$ cat src/rtl/matrix_op_stream_2x2.sv
// Serial-in / serial-out 2x2 matrix add, subtract, multiply and transpose.
// Eight unsigned operand beats are loaded, one result cycle follows, then four signed result beats.
module matrix_op_stream_2x2 #(
   parameter int unsigned EW = 2,
   localparam int unsigned RW = 2 * EW + 2
) (
   input  logic          clk,
   input  logic          rst,
   input  logic          in_valid,
   output logic          in_ready,
   input  logic [EW-1:0] in_data,
   input  logic [1:0]    op,
   output logic          out_valid,
   input  logic          out_ready,
   output logic [RW-1:0] out_data,
   output logic          out_last,
   output logic          busy
);

   typedef enum logic [1:0] {StLoad, StCompute, StEmit} state_t;

   state_t        state_q;
   logic [2:0]    cnt_q;
   logic [1:0]    idx_q;
   logic [1:0]    op_q;
   logic [EW-1:0] opnd_q [8];
   logic [RW-1:0] res_q  [4];
   logic [RW-1:0] ext    [8];
   logic [RW-1:0] calc   [4];

   // Combinational so that the block is never ready while reset is held.
   assign in_ready = (state_q == StLoad) && !rst;

   always_comb begin
      for (int i = 0; i < 8; i++) begin
         ext[i] = {{(RW - EW){1'b0}}, opnd_q[i]};
      end
      for (int i = 0; i < 4; i++) begin
         calc[i] = '0;
      end
      // ext[0..3] = a11 a12 a21 a22, ext[4..7] = b11 b12 b21 b22
      case (op_q)
         2'b00: begin
            for (int i = 0; i < 4; i++) calc[i] = ext[i] + ext[i + 4];
         end
         2'b01: begin
            for (int i = 0; i < 4; i++) calc[i] = ext[i] - ext[i + 4];
         end
         2'b10: begin
            calc[0] = ext[0] * ext[4] + ext[1] * ext[6];
            calc[1] = ext[0] * ext[5] + ext[1] * ext[7];
            calc[2] = ext[2] * ext[4] + ext[3] * ext[6];
            calc[3] = ext[2] * ext[5] + ext[3] * ext[7];
         end
         default: begin
            calc[0] = ext[0];
            calc[1] = ext[2];
            calc[2] = ext[1];
            calc[3] = ext[3];
         end
      endcase
   end

   always_ff @(posedge clk) begin
      if (rst) begin
         state_q   <= StLoad;
         cnt_q     <= '0;
         idx_q     <= '0;
         op_q      <= '0;
         opnd_q    <= '{default: '0};
         res_q     <= '{default: '0};
         out_valid <= 1'b0;
         out_data  <= '0;
         out_last  <= 1'b0;
         busy      <= 1'b0;
      end else begin
         case (state_q)
            StLoad: begin
               if (in_valid) begin
                  opnd_q[cnt_q] <= in_data;
                  if (cnt_q == 3'd0) begin
                     op_q <= op;
                     busy <= 1'b1;
                  end
                  if (cnt_q == 3'd7) begin
                     cnt_q   <= '0;
                     state_q <= StCompute;
                  end else begin
                     cnt_q <= cnt_q + 3'd1;
                  end
               end
            end
            StCompute: begin
               for (int i = 0; i < 4; i++) res_q[i] <= calc[i];
               out_data  <= calc[0];
               out_valid <= 1'b1;
               out_last  <= 1'b0;
               idx_q     <= '0;
               state_q   <= StEmit;
            end
            StEmit: begin
               if (out_ready) begin
                  if (idx_q == 2'd3) begin
                     out_valid <= 1'b0;
                     out_last  <= 1'b0;
                     out_data  <= '0;
                     busy      <= 1'b0;
                     state_q   <= StLoad;
                  end else begin
                     idx_q    <= idx_q + 2'd1;
                     out_data <= res_q[idx_q + 2'd1];
                     out_last <= (idx_q == 2'd2);
                  end
               end
            end
            default: state_q <= StLoad;
         endcase
      end
   end

endmodule

$ cat config.mk
export PLATFORM = sky130hd
export DESIGN_NAME = matrix_op_stream_2x2
export DESIGN_NICKNAME = d
export VERILOG_FILES = /design/src/rtl/matrix_op_stream_2x2.sv
export SDC_FILE = /design/constraint.sdc
export NUM_CORES = 1
export LEC_CHECK = 0
export CAP_MARGIN = 10
export CORE_MARGIN = 2
export CORE_UTILIZATION = 40
export DETAILED_ROUTE_END_ITERATION = 16
export GPL_ROUTABILITY_DRIVEN = 0
export GPL_TIMING_DRIVEN = 0
export PLACE_DENSITY = 0.6
export SYNTH_ARGS = -nofsm -noshare
export SYNTH_HDL_FRONTEND = slang
export SYNTH_SLANG_ARGS = --single-unit
export TNS_END_PERCENT = 1
$ cat constraint.sdc
create_clock -name clk -period 3.37 [get_ports clk]
set_input_delay 0.337 -clock clk [delete_from_list [all_inputs] [get_ports clk]]
set_output_delay 0.337 -clock clk [all_outputs]
set_load 0.005 [all_outputs]
==> out/summary.md <==
The run finished with clean final reports. The logs give 1160 um2 for the register area and 3284 for the total number of vias. The number of buffers and inverters on the critical path is 2.

On the final layout, the worst clock skew is 0.00953 ns. Worst voltage drop across the vdd grid: 0.229 mV. For this design the top-level I/O count stands at 18. The first TritonRoute pass finished after 4 iterations.

The total power came out at 1.47 mW. Counting every net in the synthesized netlist gives 530. The logs give 0 for the max-slew violation count and 2 for the maximum number of buffers from clock root to sink.

Along the worst hold path, the cell count comes to 3. Buffers inserted during clock tree synthesis total 9. The final critical-path required period was 2.98 ns; the count of cell instances traversed by the critical path was 10. Dividing the synthesized area by the synthesized cell count gives 8.89 um2. The run gives 0 as the total of max-cap violations.

The area overhead of the layout relative to synthesis works out to 12.6%. Entering global routing, the biggest net connects 11 pins. Synthesis produced 459 cells. After legalization and detailed placement, the total HPWL measured 7770 um. The cell family with the largest share of critical-path delay is adder cells.

The fraction of synthesis flops using an asynchronous set or reset pin is 0%. Summing all multi-input logic gate instances after layout gives 2660 um2. For the total detailed-routing wirelength, the log shows 9880 um. The post-detailed-route count of antenna-violating nets was 0; the count of yosys warnings during synthesis was 0.

The tools report the site row count as 36. For the overall routing resource usage, the log shows 18.7%. The synthesized netlist devotes 10.1% of its cell area to compound gates. Static timing analysis puts the maximum clock frequency at 336 MHz. The number of enable flip-flop cells after synthesis was 0.

After synthesis, the largest family of logic cells by area is adder cells. The sum of negative setup slack was 0 ns. The number of inserted filler cells in the final layout is 1032. The tools report the number of design-rule violations left by the first detailed-router iteration as 175.

The slowest library cell on the worst path was sky130_fd_sc_hd__fa_1. The tools report the worst relative slew slack as 56.4%. The most used flip-flop cell after synthesis is sky130_fd_sc_hd__dfxtp_1.

The first global-routing pass estimated 16300 um of wire. The tools report the die area as 11000 um2. Summing the areas of all fa, ha and maj instances in the mapped netlist gives 23.0% of the synthesized area. Die width: 105 um. STA classifies the critical path endpoint as a register. STA puts the critical path data arrival time at 3.25 ns.

The analysis attributes to cell leakage a power of 2.05 nW. The delay of the slowest cell on the worst path is 0.55 ns, and the portion of netlist area occupied by mux cells is 10.8%. For the total number of nets in the final design, the log shows 556. Walking the worst path, the cells encountered are nand2_1 > fa_1 > inv_1 > ha_1 > ha_1 > inv_1 > fa_1 > a211oi_1 > o21ai_0 > a21oi_1. The floorplan die height was 105 um. The data required time at the worst endpoint is 3.64 ns, and the depth of the most critical reg-to-reg path is 10.

The antenna diode count came out at 0. Of all nets on the critical path, the largest fanout is 7. The average routed wire per standard cell works out to 15.9 um.

The worst hold path class was input port to register. The synthesized design contains 58 register bits. TritonCTS built the clock tree. The number of H-tree levels is 3, and the residual DRC count is 0. Of the synthesized area, sequential elements account for 28.5%. Using the TritonRoute via totals, the vias-per-cell ratio works out to 5.27.

The number of port buffers came out at 15. The synthesized netlist occupies a cell area of 4080 um2. The worst path uses 88.4% of the clock period. The proportion of layout cells with a drive suffix above 1 is 8.16%. The final count of hold timing violations is 0, and the core region area is 9820 um2. In this run, post-CTS hold repair placed 0 buffers. The clock transition time at the flip-flop clock pins of the worst setup and hold paths was 0.07 ns; the transition at the pin with the smallest max-transition slack was 0.654 ns. At the later pin of the worst-skew pair, clock insertion delay measures 0.33 ns.

After Yosys synthesis, XOR and XNOR cells account for 0.859% of the synthesized area. Counting distinct cell types in the post-synthesis netlist gives 45. The worst setup path is of the register to register kind. Once the clock tree was built, the setup fixing pass inserted 0 buffers. Cell at the root of the clock tree: sky130_fd_sc_hd__clkbuf_8. Counting every sink on the clock net gives 58. For this configuration, the core starts out at a cell density of 41.6%. Setup violations remaining at the end of the flow were counted as 0.

Setup repair after global routing left no endpoint under its margin. The tools report the startpoint type of the worst setup path as a register. The power density over the cells was 321 nW/um2. The number of antenna violations at the first check in global routing was 0. Gates resized during post-CTS repair numbered 0.

The via count of the first global-routing pass was 3223. Global routing finished with a remaining overflow of 0. The synthesized netlist devotes 20.4% of its cell area to simple gates.
[worst reg2reg max path: cells and delay by family (launching register included)]
family	cells	cell delay, ns
adder cells (fa/ha/maj)	4	1.45
AO/OA/AOI/OAI	3	0.66
flip-flops	1	0.54
AND/OR/NAND/NOR	1	0.15
buffers and inverters	2	0.11
[where the power goes]
part	total, mW	switching (mW)	internal (mW)
Combinational	0.106	0.0641	0.0424
Clock	0.660	0.278	0.382
Sequential	0.706	0.0129	0.693
Total	1.47	0.355	1.12
[cells by family (layout without fill, tap and decap cells)]
kind of cell | Yosys count | in the layout
AO/OA/AOI/OAI | 68 | 68
multiplexers | 35 | 35
buffers and inverters | 62 | 93
flip-flops | 58 | 58
XOR/XNOR | 4 | 4
AND/OR/NAND/NOR | 169 | 169
adder cells (fa/ha/maj) | 63 | 63
[sequential cells by signal (all words and copies together) (netlist names)]
name       cells
res_q         24
ext           16
out_data       6
cnt_q          3
idx_q          2
op_q           2
state_q        2
busy           1
out_last       1
out_valid      1
[metal layers]
layer,GRT usage [%],wire [um]
met1,25.1,4670
met2,31.4,4810
met3,3.24,365
met4,4.57,44
met5,0,0
[cells in the mapped netlist (2+ instances only)]
| library cell | number | area (um2) |
|---|---|---|
| sky130_fd_sc_hd__nor2_1 | 46 | 173 |
| sky130_fd_sc_hd__nand2b_1 | 7 | 43.8 |
| sky130_fd_sc_hd__nor2b_1 | 9 | 56.3 |
| sky130_fd_sc_hd__o21ai_0 | 8 | 40.0 |
| sky130_fd_sc_hd__a211oi_1 | 7 | 52.6 |
| sky130_fd_sc_hd__and2_1 | 12 | 75.1 |
| sky130_fd_sc_hd__buf_2 | 13 | 65.1 |
| sky130_fd_sc_hd__nand3b_1 | 5 | 37.5 |
| sky130_fd_sc_hd__a211o_1 | 2 | 17.5 |
| sky130_fd_sc_hd__a21oi_1 | 34 | 170 |
| sky130_fd_sc_hd__o211ai_1 | 3 | 22.5 |
| sky130_fd_sc_hd__o22ai_1 | 2 | 12.5 |
| sky130_fd_sc_hd__clkbuf_1 | 10 | 37.5 |
| sky130_fd_sc_hd__nor3b_1 | 4 | 30.0 |
| sky130_fd_sc_hd__nand2_1 | 51 | 191 |
| sky130_fd_sc_hd__nor3_1 | 12 | 60.1 |
| sky130_fd_sc_hd__mux2i_1 | 28 | 280 |
| sky130_fd_sc_hd__inv_1 | 37 | 139 |
| sky130_fd_sc_hd__mux4_2 | 6 | 135 |
| sky130_fd_sc_hd__fa_1 | 20 | 400 |
| sky130_fd_sc_hd__nand3_1 | 15 | 75.1 |
| sky130_fd_sc_hd__xor2_1 | 4 | 35.0 |
| sky130_fd_sc_hd__ha_1 | 43 | 538 |
| sky130_fd_sc_hd__dfxtp_1 | 58 | 1160 |
| sky130_fd_sc_hd__o21a_1 | 2 | 15.0 |
| sky130_fd_sc_hd__a21o_1 | 2 | 15.0 |
[area by class of cell]
class                      instances  share of cell area, %
tap                              133                   3.62
buffer                            25                   2.64
clock inverter                     2                  0.763
sequential                        58                   25.3
inverter                          37                   3.02
clock buffer                      14                   3.54
multi-input combinational        339                   57.9
timing repair buffer              15                   3.27
[layout by cell type, fill, tap and decap left out, types with 2 or more instances in the layout]
cell,Yosys,routed
sky130_fd_sc_hd__nand3_1,15,15
sky130_fd_sc_hd__nand3b_1,5,5
sky130_fd_sc_hd__clkbuf_8,0,11
sky130_fd_sc_hd__inv_1,37,37
sky130_fd_sc_hd__o21a_1,2,2
sky130_fd_sc_hd__nor3b_1,4,4
sky130_fd_sc_hd__a21oi_1,34,34
sky130_fd_sc_hd__dfxtp_1,58,58
sky130_fd_sc_hd__o22ai_1,2,2
sky130_fd_sc_hd__xor2_1,4,4
sky130_fd_sc_hd__fa_1,20,20
sky130_fd_sc_hd__mux2i_1,28,28
sky130_fd_sc_hd__nor2b_1,9,9
sky130_fd_sc_hd__mux4_2,6,6
sky130_fd_sc_hd__nand2_1,51,51
sky130_fd_sc_hd__ha_1,43,43
sky130_fd_sc_hd__nor2_1,46,46
sky130_fd_sc_hd__o211ai_1,3,3
sky130_fd_sc_hd__nor3_1,12,12
sky130_fd_sc_hd__buf_2,13,13
sky130_fd_sc_hd__nand2b_1,7,7
sky130_fd_sc_hd__o21ai_0,8,8
sky130_fd_sc_hd__clkdlybuf4s50_1,0,15
sky130_fd_sc_hd__clkbuf_1,10,13
sky130_fd_sc_hd__a21o_1,2,2
sky130_fd_sc_hd__a211o_1,2,2
sky130_fd_sc_hd__and2_1,12,12
sky130_fd_sc_hd__a211oi_1,7,7
[worst paths after layout]
path	slack [ns]	start	to
setup / recovery	0.39	ext[7]$_SDFFE_PP0P_	out_data[2]$_SDFFE_PP0P_
hold / removal	0.34	in_data[1]	ext[31]$_SDFFE_PP0P_
setup reg to reg	0.39	ext[7]$_SDFFE_PP0P_	out_data[2]$_SDFFE_PP0P_
hold reg to reg	0.46	res_q[5]$_SDFFE_PP0P_	res_q[5]$_SDFFE_PP0P_
[metrics by stage]
stage               hold WS [ns]  instances  utilization [%]  setup WS [ns]  instance area (um2)
finish                     0.338        623             46.8          0.390                 4590
global route               0.347        623             46.8          0.149                 4590
CTS                        0.324        623             46.8          0.360                 4590
detailed placement         0.447        607             44.8          0.386                 4400
global placement           0.438        607             44.8          0.412                 4400
floorplan                  0.429        459                -          0.762                 4080
Power figures use the tool's default switching activity.
